==> config.mk <==
export PLATFORM = sky130hd
export DESIGN_NAME = rtc_bcd_clock
export DESIGN_NICKNAME = d
export VERILOG_FILES = /design/src/rtl/rtc_pkg.sv /design/src/rtl/rtc_prescaler.sv /design/src/rtl/rtc_bcd_clock.sv
export SDC_FILE = /design/constraint.sdc
export NUM_CORES = 1
export LEC_CHECK = 0
export CAP_MARGIN = 0
export CORE_MARGIN = 3
export CORE_UTILIZATION = 56
export CTS_CLUSTER_DIAMETER = 100
export DETAILED_ROUTE_END_ITERATION = 12
export HOLD_SLACK_MARGIN = 0.05
export PLACE_DENSITY = 0.89
export SETUP_SLACK_MARGIN = 0.1
export SYNTH_ARGS = -nofsm -noshare
export SYNTH_HDL_FRONTEND = slang
export SYNTH_SLANG_ARGS = --single-unit
==> constraint.sdc <==
create_clock -name clk -period 3.6 [get_ports clk]
set_input_delay 0.36 -clock clk [delete_from_list [all_inputs] [get_ports clk]]
set_output_delay 0.36 -clock clk [all_outputs]
set_load 0.1 [all_outputs]
==> src/rtl/rtc_pkg.sv <==
// Shared types, limits and time validation for the BCD real-time clock.
package rtc_pkg;

    typedef logic [3:0] bcd_t;

    // Field order matches the {hh,mm,ss} load word, so a 24-bit value casts directly.
    typedef struct packed {
        bcd_t hh_t;
        bcd_t hh_o;
        bcd_t mm_t;
        bcd_t mm_o;
        bcd_t ss_t;
        bcd_t ss_o;
    } rtc_time_t;

    typedef enum logic {
        IDLE  = 1'b0,
        CHECK = 1'b1
    } rtc_load_st_e;

    localparam logic [7:0] MAX_HH = 8'h23;
    localparam logic [7:0] MAX_MS = 8'h59;

    // A time is valid when every digit is decimal and each field is in range.
    // BCD compares like binary once every digit is <= 9.
    function automatic logic time_valid(input rtc_time_t t);
        logic digits_ok;
        digits_ok = (t.hh_t <= 4'd9) && (t.hh_o <= 4'd9) &&
                    (t.mm_t <= 4'd9) && (t.mm_o <= 4'd9) &&
                    (t.ss_t <= 4'd9) && (t.ss_o <= 4'd9);
        return digits_ok &&
               ({t.hh_t, t.hh_o} <= MAX_HH) &&
               ({t.mm_t, t.mm_o} <= MAX_MS) &&
               ({t.ss_t, t.ss_o} <= MAX_MS);
    endfunction

endpackage

==> src/rtl/rtc_prescaler.sv <==
// Cycle divider: counts 0..CLK_HZ-1 while enabled and not held, strobing at terminal count.
module rtc_prescaler #(
    parameter int CLK_HZ = 100_000_000
) (
    input  logic clk,
    input  logic rstn,
    input  logic en,
    input  logic hold,
    input  logic clr,
    output logic tick
);

    localparam int W = (CLK_HZ > 1) ? $clog2(CLK_HZ) : 1;
    localparam logic [W-1:0] TC = W'(CLK_HZ - 1);

    logic [W-1:0] cnt;
    logic         run;

    assign run  = en && !hold;
    // The strobe is combinational so the parent can register its effect on the same edge as the wrap.
    assign tick = run && (cnt == TC);

    // Count while running; clear has priority so a committed load restarts the second.
    always_ff @(posedge clk) begin
        if (!rstn) begin
            cnt <= '0;
        end else if (clr) begin
            cnt <= '0;
        end else if (run) begin
            // NOTE: sequential state uses non-blocking assignments so all registers update from pre-edge values.
            cnt <= (cnt == TC) ? '0 : cnt + 1'b1;
        end
    end

endmodule

==> src/rtl/rtc_bcd_clock.sv <==
// BCD hh:mm:ss real-time clock with run enable, 12h/24h display and validated load.
module rtc_bcd_clock
    import rtc_pkg::*;
#(
    parameter int         CLK_HZ  = 100_000_000,
    parameter logic [7:0] INIT_HH = 8'h12,
    parameter logic [7:0] INIT_MM = 8'h00
) (
    input  logic        clk,
    input  logic        rstn,
    input  logic        en,
    input  logic        mode_12h,
    input  logic        load_valid,
    output logic        load_ready,
    input  logic [23:0] load_time,
    output logic        load_err,
    output logic [3:0]  hh_t,
    output logic [3:0]  hh_o,
    output logic [3:0]  mm_t,
    output logic [3:0]  mm_o,
    output logic [3:0]  ss_t,
    output logic [3:0]  ss_o,
    output logic        pm,
    output logic        tick_sec,
    output logic        tick_min
);

    localparam rtc_time_t INIT_TIME = rtc_time_t'({INIT_HH, INIT_MM, 8'h00});

    rtc_time_t    tm;
    rtc_time_t    tm_inc;
    rtc_time_t    staged;
    rtc_load_st_e st;
    logic         sec_wrap;
    logic         ps_tick;
    logic         stage_ok;
    logic [4:0]   hr_bin;
    logic [4:0]   hr_12;

    assign stage_ok = time_valid(staged);

    rtc_prescaler #(.CLK_HZ(CLK_HZ)) u_prescaler (
        .clk  (clk),
        .rstn (rstn),
        .en   (en),
        .hold (st == CHECK),
        .clr  ((st == CHECK) && stage_ok),
        .tick (ps_tick)
    );

    // Digit cascade: next time after one second, 23:59:59 wrapping to 00:00:00.
    always_comb begin
        // NOTE: every always_comb output gets a default first so no path infers a latch.
        tm_inc   = tm;
        sec_wrap = 1'b0;
        if (tm.ss_o != 4'd9) begin
            tm_inc.ss_o = tm.ss_o + 4'd1;
        end else begin
            tm_inc.ss_o = 4'd0;
            if (tm.ss_t != 4'd5) begin
                tm_inc.ss_t = tm.ss_t + 4'd1;
            end else begin
                tm_inc.ss_t = 4'd0;
                sec_wrap    = 1'b1;
                if (tm.mm_o != 4'd9) begin
                    tm_inc.mm_o = tm.mm_o + 4'd1;
                end else begin
                    tm_inc.mm_o = 4'd0;
                    if (tm.mm_t != 4'd5) begin
                        tm_inc.mm_t = tm.mm_t + 4'd1;
                    end else begin
                        tm_inc.mm_t = 4'd0;
                        if ({tm.hh_t, tm.hh_o} == MAX_HH) begin
                            tm_inc.hh_t = 4'd0;
                            tm_inc.hh_o = 4'd0;
                        end else if (tm.hh_o == 4'd9) begin
                            tm_inc.hh_o = 4'd0;
                            tm_inc.hh_t = tm.hh_t + 4'd1;
                        end else begin
                            tm_inc.hh_o = tm.hh_o + 4'd1;
                        end
                    end
                end
            end
        end
    end

    // Load FSM, time register and tick pulses; reset wins over both commit and tick.
    always_ff @(posedge clk) begin
        if (!rstn) begin
            tm         <= INIT_TIME;
            staged     <= '0;
            st         <= IDLE;
            load_ready <= 1'b1;
            load_err   <= 1'b0;
            tick_sec   <= 1'b0;
            tick_min   <= 1'b0;
        end else begin
            tick_sec <= 1'b0;
            tick_min <= 1'b0;
            case (st)
                IDLE: begin
                    if (ps_tick) begin
                        tm       <= tm_inc;
                        tick_sec <= 1'b1;
                        tick_min <= sec_wrap;
                    end
                    // load_ready mirrors IDLE, so load_valid alone qualifies the handshake here.
                    if (load_valid) begin
                        staged     <= rtc_time_t'(load_time);
                        st         <= CHECK;
                        load_ready <= 1'b0;
                    end
                end
                CHECK: begin
                    if (stage_ok) begin
                        tm       <= staged;
                        load_err <= 1'b0;
                    end else begin
                        load_err <= 1'b1;
                    end
                    st         <= IDLE;
                    load_ready <= 1'b1;
                end
                default: begin
                    st         <= IDLE;
                    load_ready <= 1'b1;
                end
            endcase
        end
    end

    // Display mapping: 12h mode folds 00 to 12 and 13..23 to 01..11; minutes and seconds pass through.
    always_comb begin
        hr_bin = 5'(tm.hh_t) * 5'd10 + 5'(tm.hh_o);
        hr_12  = hr_bin;
        if (hr_bin == 5'd0) begin
            hr_12 = 5'd12;
        end else if (hr_bin > 5'd12) begin
            hr_12 = hr_bin - 5'd12;
        end
        hh_t = tm.hh_t;
        hh_o = tm.hh_o;
        if (mode_12h) begin
            hh_t = (hr_12 >= 5'd10) ? 4'd1 : 4'd0;
            hh_o = (hr_12 >= 5'd10) ? 4'(hr_12 - 5'd10) : 4'(hr_12);
        end
    end

    assign mm_t = tm.mm_t;
    assign mm_o = tm.mm_o;
    assign ss_t = tm.ss_t;
    assign ss_o = tm.ss_o;
    assign pm   = ({tm.hh_t, tm.hh_o} >= 8'h12);

endmodule

Word level (Yosys, flattened, before mapping) --
Index checks and enable logic that the tools add are counted.
Word-level totals: output and inout port bits 29, word-level logic and storage cells 110, input port bits 29, bits in registers 80
Cells by class: bitwise operators 3, muxes and demuxes 28, $add $sub $neg 10, eq/ne operators 15, reductions and logical operators 23, multiply operators 1, $lt $le $gt $ge 12
Operator list (number):
- $mux W24 | 2
- $pmux W24 S2 | 1
- $mux W4 | 9
- $add A27 B1 Y27 const B | 1
- $eq A27 B27 Y1 const B | 1
- $mux W27 | 1
- $add A4 B1 Y4 const B | 6
- $le A4 B4 Y1 const B | 6
- $mux W20 | 1
- $le A8 B7 Y1 const B | 2
- $mux W16 | 1
- $mux W8 | 2
- $mux W12 | 1
- $ne A2 B2 Y1 const B | 6
- $logic_and A1 B1 Y1 | 11
- $mux W5 | 2
- $eq A8 B6 Y1 const B | 1
- $ge A8 B5 Y1 const B | 1
- $le A8 B6 Y1 const B | 1
- $ne A4 B3 Y1 const B | 2
- $ne A4 B4 Y1 const B | 2
- $reduce_and A7 Y1 | 1
- $mux W1 | 6
- $reduce_and A6 Y1 | 1
- other kinds (19) | 24

Depth between registers and ports, before layout --
Gate-level depths: netlist (run 1).
depth after elaboration 11, mapped depth 12, gate-level depth less buffers 12

By module --
A second synthesis (run 1) with hierarchy kept.
Unflattened totals: cell total of the unflattened synthesis 580, area, all modules 4525.6 sq um
Modules (own cells, without submodules):
- rtc_bcd_clock | area an instance 3214.3 sq um, cells each 422, times used 1, sequential area each 1061.0 sq um
- rtc_prescaler | area an instance 1311.3 sq um, cells each 158, times used 1, sequential area each 540.5 sq um

Worst setup path before layout (run 1) --
Ideal clock, no wire load.
kind reg-to-output, start register tm[20] (netlist bit), end output hh_o[1], slack -1.261 ns, cell stages (with the launch flop) 13, data arrival time 4.501 ns, cells stage by stage dfxtp_1 > ha_1 > ha_1 > xor2_1 > inv_1 > ha_1 > and2_1 > nand4b_1 > a32oi_1 > ha_1 > o41ai_2 > nand2_1 > o311ai_1
On the way: word-level cells in the longest chain between the ends 8, elaborated cells on any way between the ends 11, those cells by class add/sub: 3; mul: 1; order compare: 2; mux: 4; reduce/logical: 1
RTL lines:
- from (decl) | line rtc_bcd_clock.sv:30 | rtc_time_t tm;
- from (signal assigned) | line rtc_bcd_clock.sv:104 | tm <= tm_inc;
- from (signal assigned) | line rtc_bcd_clock.sv:117 | tm <= staged;
- $mul A4 B3 Y4 * | line rtc_bcd_clock.sv:135 | hr_bin = 5'(tm.hh_t) * 5'd10 + 5'(tm.hh_o);
- $add A5 B4 Y5 * | line rtc_bcd_clock.sv:135
- $sub A5 B4 Y5 or $gt A5 B4 Y1 (tied branches) | line rtc_bcd_clock.sv:140, rtc_bcd_clock.sv:139
- $mux W5 | line rtc_bcd_clock.sv:139 | end else if (hr_bin > 5'd12) begin
- $mux W5 * | line rtc_bcd_clock.sv:137 | if (hr_bin == 5'd0) begin
- $sub A4 B4 Y4 or $ge A5 B4 Y1 (tied branches) | line rtc_bcd_clock.sv:146 | hh_o = (hr_12 >= 5'd10) ? 4'(hr_12 - 5'd10) : 4'(hr_12);
- $mux W4 * | line rtc_bcd_clock.sv:146
- $mux W4 * | line rtc_bcd_clock.sv:144 | if (mode_12h) begin
- to (decl) | line rtc_bcd_clock.sv:18 | output logic [3:0] hh_o,
Mark *: on every way between the ends. The rest lies on a longest branch, timed or not.

Worst setup path in the final report (run 1) --
Same ends and word-level chain as after synthesis.

==> impl_metrics.tcl, run 1 <==
set metrics [dict create \
    min_from "staged[16]$_SDFFE_PN0P_" \
    reg2reg_depth 8 \
    cp_max_fo 3 \
    path_clk_slew_ns 0.08 \
    hold_path_end "staged[16]$_SDFFE_PN0P_" \
    start_kind "register" \
    final-instance-count-excl-fill 716 \
    slew_violations 0 \
    cts_buffer_depth 2 \
    dpl_worst_slack_ns -0.0479 \
    synth_cell_types 65 \
    status "complete, but fails checks" \
    skew_ns 0.0138 \
    fin_crit_ns 3.76 \
    vias 4198 \
    ir_drop_mv 0.173 \
    p_per_area_nw_per_um2 333 \
    grt_pass1_wl_um 18600 \
    hp-class "reg2reg" \
    wl_um 11200 \
    dp_hpwl_um 7860 \
    antenna_found_initial 0 \
    ys_async_sr_fraction 0 \
    cts_inserted_buffers 9 \
    yosys_warnings 0 \
    firstDrtPassIters 5 \
    avgSynthCellArea_sq_um 8.08 \
    worst_skew_pair.late_latency_ns 0.35 \
    reg2reg_from "u_prescaler.cnt[0]$_SDFFE_PP0P_" \
    cts_max_level 3 \
    leakage_nw 2.07 \
    endpoint_kind "output port" \
    cp.required_ns 3.24 \
    setup_slack_ns -0.162 \
    tightest_slew_ns 0.981 \
    fmax_mhz 266 \
    synth_edf_count 0 \
    grt_pass1_vias 3928 \
    cap_violations 0 \
    synth_area_leader_cell "dfxtp_1" \
    final_common_cell "nand2_1" \
    drive_gt1_frac 0.134 \
    routedWlPerCell_um 15.7 \
    worstPathArrival_ns 3.40 \
    die-area_sq_um 9220 \
    grt-ovfl-total 0 \
    areaGrowthSynthToFinish_pct 22.5 \
    fin_hold_ws_ns 0.471 \
    die_w_um 96.0 \
    mostFrequentLayoutCells "98 x nand2_1, 78 x dfxtp_1, 51 x nor2_1, 50 x clkdlybuf4s50_1, 30 x a21boi_0" \
    ys_seq_elements 80 \
    finalCritPeriodShare 1.04 \
    routed_via_density 5.86 \
    rsz0062_at_grt "yes" \
    synth_flop_cell "dfxtp_1" \
    final_net_count 651 \
    grt_max_degree 61 \
    drt_iter0_drc 183 \
    track_usage 0.254 \
    min_delay_path_depth 2 \
    fill_cells 591 \
    synth.area.top_cells "dfxtp_1 35%, nand2_1 8.2%, a21boi_0 5.0%" \
    drc_errors 0 \
    slew_headroom 0.344 \
    postCtsHoldBufs 0 \
    cts_tree "yes" \
    rows 32 \
    die_h_um 96.0 \
    gp_congestion 0.882 \
    placed_area_sq_um 5220 \
    violations "negative setup slack" \
    r2r_setup_slack_ns 1.09 \
    report.final.hold_viol_count 0 \
    cts_root_buf "clkbuf_8" \
    coreArea_sq_um 7810 \
    synthCells 562 \
    rr_endpoint "tm[20]$_SDFFE_PN1P_" \
    final_area_sq_um 5560 \
    port_buffers 57 \
    syn-num-nets 604 \
    synth_top_cell_area_share 0.353 \
    ys_seq_area_frac 0.353 \
    netlist_area_sq_um 4540 \
    numClockSinks 80 \
    io_pins 58 \
    diodes 0 \
    ant_nets 0 \
    dp.cells 686 \
    critPathKind "reg2out" \
    setup_violations 2 \
    initial_core_util 0.582 \
]
==> final cells by class <==
type / instances / area (sq um) / share of cell area
Clock buffer: 11 / 131 / 0.0236
Sequential cell: 80 / 1610 / 0.289
Tap cell: 102 / 128 / 0.0229
Timing Repair Buffer: 81 / 783 / 0.141
Clock inverter: 5 / 57.6 / 0.0103
Multi-Input combinational cell: 422 / 2800 / 0.503
Inverter: 15 / 58.8 / 0.0106
==> power by group <==
group | switching (mW) | total [mW] | internal (mW)
Sequential | 0.0210 | 0.926 | 0.905
Clock | 0.315 | 0.636 | 0.321
Combinational | 0.173 | 0.292 | 0.119
==> synthesized netlist by cell type (2+ instances only) <==
cell type,number
a31o_2,3
nand3_1,19
nor4bb_1,3
nor2b_1,19
or3_1,4
o311a_1,2
nand3b_1,3
and3_1,6
o21ai_0,27
a22oi_1,5
nor3b_1,2
buf_2,5
a32oi_1,2
o211a_1,2
a211o_1,2
nand2_1,99
ha_1,12
and2_1,5
o31ai_1,7
dfxtp_1,80
nor2_1,51
a21boi_0,30
a31oi_1,5
and4bb_2,2
mux2i_1,15
xnor2_1,9
nand4b_1,2
o211ai_1,3
nand4_1,6
nor4_1,3
o21a_1,2
o22ai_2,2
inv_1,15
buf_4,16
a21oi_1,15
xor2_1,18
a211oi_1,2
clkbuf_1,22
nor3_1,5
buf_1,2
nand2b_1,3
or2_2,4
==> worst max-delay path by stage <==
stage | start | to | slack (ns) | cells after the start
finish | tm[20]$_SDFFE_PN1P_ | hh_o[1] | -0.16 | 13
global route | tm[20]$_SDFFE_PN1P_ | hh_o[1] | -0.25 | 13
CTS | tm[20]$_SDFFE_PN1P_ | hh_o[2] | -0.15 | 13
detailed placement | tm[20]$_SDFFE_PN1P_ | hh_o[1] | -0.05 | 13
global placement | tm[20]$_SDFFE_PN1P_ | hh_o[1] | 0.08 | 13
floorplan | tm[20]$_SDFFE_PN1P_ | hh_o[1] | -0.21 | 12
==> what timing repair did <==
| action | in CTS | in global routing |
|---|---|---|
| resized for setup | 3 | 6 |
| endpoints found under the setup margin | 4 | 4 |
| pin swaps | 8 | 3 |
| buffers inserted | 13 | 1 |
==> cells by family (layout without fill, tap and decap cells) <==
| kind of cell | after synthesis | after routing | synth area share |
|---|---|---|---|
| XOR/XNOR | 28 | 28 | 0.0570 |
| multiplexers | 17 | 17 | 0.0389 |
| AO/OA/AOI/OAI | 120 | 120 | 0.188 |
| adder cells (fa/ha/maj) | 13 | 13 | 0.0375 |
| flip-flops | 80 | 80 | 0.353 |
| buffers and inverters | 60 | 112 | 0.0642 |
| AND/OR/NAND/NOR | 244 | 244 | 0.262 |
==> routing by layer <==
| layer | routed length [um] | vias to the layer above | track usage |
|---|---|---|---|
| met5 | 0 | - | 0 |
| met3 | 756 | 24 | 0.0571 |
| met1 | 4810 | 1992 | 0.344 |
| met4 | 188 | 0 | 0.0758 |
| met2 | 5460 | 151 | 0.404 |
| li1 | - | 2031 | - |
==> flip-flops by register name, indices dropped and copies added, names as in the netlist <==
signal           flops
staged              24
ss_o                 4
mm_o                 4
load_err             1
mm_t                 4
tm                   8
st                   1
ss_t                 4
tick_min             1
load_ready           1
u_prescaler.cnt     27
tick_sec             1
==> metrics by stage <==
| step | utilization | power [mW] | setup TNS (ns) |
|---|---|---|---|
| 2_1_floorplan | - | 1.12 | -0.382 |
| 3_3_place_gp | 0.668 | 1.20 | 0 |
| 3_5_place_dp | 0.668 | 1.21 | -0.0676 |
| 4_1_cts | 0.707 | 1.85 | -0.233 |
| 5_1_grt | 0.712 | 1.92 | -0.482 |
| 6_report | 0.712 | 1.85 | -0.310 |
==> critical path, cell delays in order (launching register included) <==
cell	delay [ns]
dfxtp_4	0.38
ha_4	0.17
fa_2	0.38
xor2_4	0.20
inv_2	0.07
ha_4	0.15
and2_4	0.13
nand4b_1	0.19
a32oi_2	0.28
ha_2	0.25
o41ai_4	0.11
a2111o_1	0.39
o311ai_2	0.12
buf_12	0.22
(Power assumes the default switching activity.)
==> inputs of run 2 (changes only) <==
--- a/config.mk
+++ b/config.mk
@@ -5,13 +5,14 @@
 export SDC_FILE = /design/constraint.sdc
 export NUM_CORES = 1
 export LEC_CHECK = 0
+export ABC_CLOCK_PERIOD_IN_PS = 3600
 export CAP_MARGIN = 0
 export CORE_MARGIN = 3
-export CORE_UTILIZATION = 56
+export CORE_UTILIZATION = 26
 export CTS_CLUSTER_DIAMETER = 100
 export DETAILED_ROUTE_END_ITERATION = 12
 export HOLD_SLACK_MARGIN = 0.05
-export PLACE_DENSITY = 0.89
+export PLACE_DENSITY = 0.52
 export SETUP_SLACK_MARGIN = 0.1
 export SYNTH_ARGS = -nofsm -noshare
 export SYNTH_HDL_FRONTEND = slang
==> run 2 against run 1 <==
The flow still finishes with violations (negative setup slack). First-iteration DRC count decreased by 19%. Clock-buffer cell count shrank 1. Via count down 7.1%. Register-to-register slack better by 0.11 ns. Design area rose by 4.3%. Clock power up 67%. Hold slack worse by 0.13 ns. Critical path depth stayed put. Global-route usage is 13 points lower. Utilization decreased by 37 points. Cell count is 16% higher. Largest cell class unchanged.
==> impl_metrics.tcl, run 2 (same netlist as run 1, synthesis figures left out) <==
set metrics [dict create \
    cts_tree "yes" \
    cap_violations 0 \
    regMostFlops "u_prescaler.cnt" \
    initial_core_util 0.270 \
    path_clk_slew_ns 0.06 \
    drt_iter0_drc 148 \
    cts_root_buf "clkbuf_16" \
    firstDrtPassIters 6 \
    die-area_sq_um 19100 \
    cts_max_level 3 \
    vias 3902 \
    gp_congestion 0.760 \
    hp-class "in2reg" \
    tightest_slew_ns 0.985 \
    grt_pass1_vias 3841 \
    coreArea_sq_um 16800 \
    placed_area_sq_um 5370 \
    fin_util 0.345 \
    cp_common_cell "ha_2" \
    largest_reg_flops 27 \
    report.final.hold_viol_count 0 \
    slowest_stage "fa_2" \
    endpoint_kind "output port" \
    skew_ns 0.00789 \
    final_area_sq_um 5800 \
    cts_inserted_buffers 9 \
    crit_chain "ha_4 -> fa_2 -> xor2_4 -> inv_2 -> ha_2 -> and2_4 -> a211o_1 -> a32oi_2 -> ha_2 -> o41ai_4 -> a2111o_1 -> o311ai_2 -> buf_12" \
    combinationalPowerShare 0.122 \
    numClockSinks 80 \
    diodes 0 \
    dpl_worst_slack_ns 0.0336 \
    cts_buffer_depth 2 \
    fmax_mhz 270 \
    port_buffers 57 \
    worst-path-buf-inv 2 \
    final_common_cell "nand2_1" \
    power_frac_seq 0.409 \
    routedWlPerCell_um 13.5 \
    worst_skew_pair.late_latency_ns 0.35 \
    swShare 0.249 \
    antenna_found_initial 0 \
    ir_drop_mv 0.267 \
    drc_errors 0 \
    min_delay_path_depth 3 \
    crit_cells 13 \
    fin_crit_ns 3.70 \
    die_w_um 138 \
    setup_slack_ns -0.101 \
    dp_hpwl_um 8180 \
    cp_max_fo 4 \
    reg2reg_depth 6 \
    routed_via_density 4.70 \
    rsz0062_at_grt "yes" \
    internal-power_mw 1.70 \
    mostFrequentLayoutCells "98 x nand2_1, 78 x dfxtp_1, 51 x nor2_1, 48 x clkdlybuf4s50_1, 30 x a21boi_0" \
    areaGrowthSynthToFinish_pct 27.7 \
    critPathKind "reg2out" \
    setup_violations 2 \
    start_kind "register" \
    grt_max_degree 61 \
    wl_um 11200 \
    grt-ovfl-total 0 \
    p_sw_mw 0.565 \
    max_stage_delay_ns 0.39 \
    rows 47 \
    total_power_mw 2.27 \
    die_h_um 138 \
    slew_headroom 0.341 \
    reg.largest.list "u_prescaler.cnt x27, staged x24, tm x8" \
    worstPathArrival_ns 3.34 \
    drive_gt1_frac 0.133 \
    cp.required_ns 3.24 \
    leakage_nw 2.13 \
    violations "negative setup slack" \
    ant_nets 0 \
    clkPwrFrac 0.469 \
    grt_pass1_wl_um 19100 \
    finalCritPeriodShare 1.03 \
    track_usage 0.120 \
    p_per_area_nw_per_um2 391 \
    final_net_count 648 \
    io_pins 58 \
    crit_family "compound AO/OA/AOI/OAI gates" \
    postCtsHoldBufs 0 \
    status "complete, but fails checks" \
    slew_violations 0 \
]
[run 2: through the flow]
step,TNS [ns],hold slack [ns],std cells
after floorplan,-0.382,0.443,562
after global placement,0,0.456,805
after detailed placement,0,0.460,805
after CTS,-0.202,0.334,828
after global routing,-0.498,0.376,831
final,-0.198,0.342,831
[run 2: path summary, 6_finish.rpt]
path                            from                 endpoint  slack (ns)
min                             rstn    load_err$_SDFFE_PN0P_        0.34
max reg2reg     mm_o[0]$_SDFFE_PN0P_      tm[20]$_SDFFE_PN1P_        1.20
max              tm[20]$_SDFFE_PN1P_                  hh_o[1]       -0.10
min reg2reg  staged[16]$_SDFFE_PN0P_  staged[16]$_SDFFE_PN0P_        0.47
[run 2: power groups by stage]
stage / logic (mW) / registers, mW / clock network, mW
finish: 0.276 / 0.927 / 1.06
detailed placement: 0.268 / 0.947 / 0
floorplan: 0.170 / 0.950 / 0
global placement: 0.264 / 0.947 / 0
global route: 0.300 / 0.931 / 1.14
CTS: 0.274 / 0.927 / 1.09
[run 2: worst reg2reg max path, cell delays in order, from the launching register on]
cell	delay, ns
dfxtp_1	0.50
nor4bb_1	0.35
nand3_1	0.18
nor3b_1	0.31
o22ai_2	0.25
nor2_1	0.33
mux2_2	0.37
[run 2: final cells by class]
cell class | instances | area (sq um)
Fill cell | 1779 | 11000
Multi-Input combinational cell | 422 | 2760
Sequential cell | 80 | 1610
Timing Repair Buffer | 78 | 753
Tap cell | 220 | 275
Clock buffer | 10 | 229
Clock inverter | 6 | 116
Inverter | 15 | 56.3
[run 2: metal layers]
layer	track usage	vias to the layer above	part of all wire	routed length, um
met5	0	-	0	0
met4	0.0463	0	0.021	234
li1	-	2019	-	-
met2	0.186	66	0.44	4990
met1	0.160	1798	0.50	5630
met3	0.0294	19	0.033	367
[run 2: timing repair]
| action | CTS | global route |
|---|---|---|
| hold endpoints to repair | 0 | 0 |
| setup buffers | 7 | 3 |
| gates resized for setup | 2 | 2 |
| endpoints found under the setup margin | 4 | 4 |
| pin swaps | 8 | 6 |
==> inputs of run 3 (changes only) <==
--- a/config.mk
+++ b/config.mk
@@ -7,13 +7,12 @@
 export LEC_CHECK = 0
 export ABC_CLOCK_PERIOD_IN_PS = 3600
 export CAP_MARGIN = 0
-export CORE_MARGIN = 3
 export CORE_UTILIZATION = 26
 export CTS_CLUSTER_DIAMETER = 100
 export DETAILED_ROUTE_END_ITERATION = 12
 export HOLD_SLACK_MARGIN = 0.05
 export PLACE_DENSITY = 0.52
-export SETUP_SLACK_MARGIN = 0.1
+export SETUP_SLACK_MARGIN = 0.5
 export SYNTH_ARGS = -nofsm -noshare
 export SYNTH_HDL_FRONTEND = slang
 export SYNTH_SLANG_ARGS = --single-unit
==> run 3 against run 2 <==
The run still ends with negative setup slack left. Wire length up 0.79%. Total power down 2.9%. Cell count up 0.12%. Combinational power up 4%. Critical path depth unchanged. Largest power group unchanged. Die area down 5.7%.
==> impl_metrics.tcl, run 3 (same netlist as run 1, synthesis figures left out) <==
set metrics [dict create \
    reg2reg_from "st$_SDFF_PP0_" \
    dpl_worst_slack_ns -0.00234 \
    max_stage_delay_ns 0.42 \
    cts_buffer_depth 2 \
    firstDrtPassIters 4 \
    path_clk_slew_ns 0.06 \
    tightest_slew_ns 0.986 \
    worst-path-buf-inv 2 \
    crit_chain "ha_4 -> fa_2 -> xor2_4 -> inv_2 -> ha_4 -> and2_4 -> a211o_1 -> a32oi_2 -> ha_2 -> o41ai_4 -> a2111o_1 -> o311ai_4 -> buf_12" \
    die_w_um 134 \
    fin_hold_ws_ns 0.365 \
    grt_max_degree 61 \
    die_h_um 134 \
    setup_slack_ns -0.198 \
    port_buffers 57 \
    cap_violations 0 \
    vias 3991 \
    total_power_mw 2.20 \
    cp_max_fo 3 \
    placed_area_sq_um 5380 \
    final_net_count 649 \
    slowest_stage "a2111o_1" \
    min_from "rstn" \
    power_frac_seq 0.422 \
    cp.required_ns 3.24 \
    violations "negative setup slack" \
    final_common_cell "nand2_1" \
    report.final.hold_viol_count 0 \
    reg.largest.list "u_prescaler.cnt x27, staged x24, tm x8" \
    routedWlPerCell_um 13.6 \
    grt_pass1_wl_um 19000 \
    coreArea_sq_um 16800 \
    hold_path_end "load_err$_SDFFE_PN0P_" \
    cts_tree "yes" \
    p_sw_mw 0.566 \
    rsz0062_at_grt "yes" \
    areaGrowthSynthToFinish_pct 28.2 \
    die-area_sq_um 18000 \
    ir_drop_mv 0.197 \
    start_kind "register" \
    cts_root_buf "clkbuf_16" \
    initial_core_util 0.270 \
    fmax_mhz 263 \
    finalCritPeriodShare 1.06 \
    status "complete, but fails checks" \
    regMostFlops "u_prescaler.cnt" \
    numClockSinks 80 \
    io_pins 58 \
    routed_via_density 4.80 \
    clkPwrFrac 0.448 \
    r2r_setup_slack_ns 1.02 \
    gp_congestion 0.783 \
    worstPathArrival_ns 3.44 \
    critPathKind "reg2out" \
    wl_um 11300 \
    final_area_sq_um 5820 \
    leakage_nw 2.12 \
    combinationalPowerShare 0.130 \
    setup_violations 3 \
    cp_common_cell "ha_4" \
    drc_errors 0 \
    reg2reg_depth 6 \
    min_delay_path_depth 3 \
    diodes 0 \
    fin_crit_ns 3.80 \
    largest_reg_flops 27 \
    worst_skew_pair.late_latency_ns 0.34 \
    rows 47 \
    drt_iter0_drc 193 \
    track_usage 0.131 \
    skew_ns 0.0104 \
    p_per_area_nw_per_um2 378 \
    postCtsHoldBufs 0 \
    rr_endpoint "tm[20]$_SDFFE_PN1P_" \
    crit_family "compound AO/OA/AOI/OAI gates" \
    endpoint_kind "output port" \
    slew_headroom 0.340 \
    grt_pass1_vias 3843 \
    swShare 0.257 \
    cts_max_level 3 \
    mostFrequentLayoutCells "97 x nand2_1, 78 x dfxtp_1, 51 x nor2_1, 48 x clkdlybuf4s50_1, 30 x a21boi_0" \
    cts_inserted_buffers 9 \
    ant_nets 0 \
    antenna_found_initial 0 \
    grt-ovfl-total 0 \
    dp_hpwl_um 8230 \
    hp-class "in2reg" \
    drive_gt1_frac 0.137 \
    slew_violations 0 \
    internal-power_mw 1.63 \
]
-- run 3: cell types whose count changed in the layout (fill, tap and decap cells not counted) --
cell and delta:
clkinvlp_4 +2, nand2_4 +1, buf_6 +1, a2111oi_2 +1, o311ai_4 +1, nand2_1 -1, ha_2 -1, a2111oi_1 -1
ha_4 +1, inv_6 -1, bufinv_16 -1, o311ai_2 -1
-- run 3: repair_timing --
item                       4_1_cts  5_1_grt
setup endpoints to repair        4        4
setup buffers                    9        3
pin swaps                        9        4
resized for setup                6        1
-- run 3: power groups by stage --
stage	clock network (mW)	logic, mW	registers (mW)
2_1_floorplan	0	0.172	0.950
3_3_place_gp	0	0.265	0.948
3_5_place_dp	0	0.268	0.949
4_1_cts	1.02	0.280	0.929
5_1_grt	1.05	0.307	0.933
6_report	0.985	0.286	0.930
-- run 3: through the flow --
step,instances,setup TNS (ns),utilization
global placement,804,0,0.320
CTS,829,-0.331,0.345
global route,832,-0.701,0.346
floorplan,562,-0.123,-
finish,832,-0.383,0.346
detailed placement,804,-0.00234,0.320
-- run 3: how the worst max path moves through the flow --
stage	from	to	slack, ns	cells after the start
floorplan	tm[20]$_SDFFE_PN1P_	hh_o[2]	-0.12	12
global placement	tm[20]$_SDFFE_PN1P_	hh_o[1]	0.1	13
detailed placement	tm[20]$_SDFFE_PN1P_	hh_o[1]	-0.002	13
CTS	tm[20]$_SDFFE_PN1P_	hh_o[2]	-0.17	13
global route	tm[20]$_SDFFE_PN1P_	hh_o[1]	-0.26	13
finish	tm[20]$_SDFFE_PN1P_	hh_o[1]	-0.20	13
-- run 3: layout make-up --
type,count,area (sq um)
Clock buffer,10,229
Inverter,15,56.3
Timing Repair Buffer,79,764
Multi-Input combinational cell,422,2800
Clock inverter,6,92.6
Tap cell,220,275
Fill cell,1763,11000
Sequential cell,80,1610
-- run 3: routing by layer --
metal	wire length (um)	global-route usage	part of all wire
met1	5470	0.170	0.48
met2	5220	0.211	0.46
met3	440	0.0359	0.039
met4	181	0.0412	0.016
met5	0	0	0
-- run 3: worst min-delay path: cells and delay by family --
kind	cells	cell delay [ns]
AND/OR/NAND/NOR	1	0.06
buffers and inverters	1	0.12
AO/OA/AOI/OAI	1	0.12
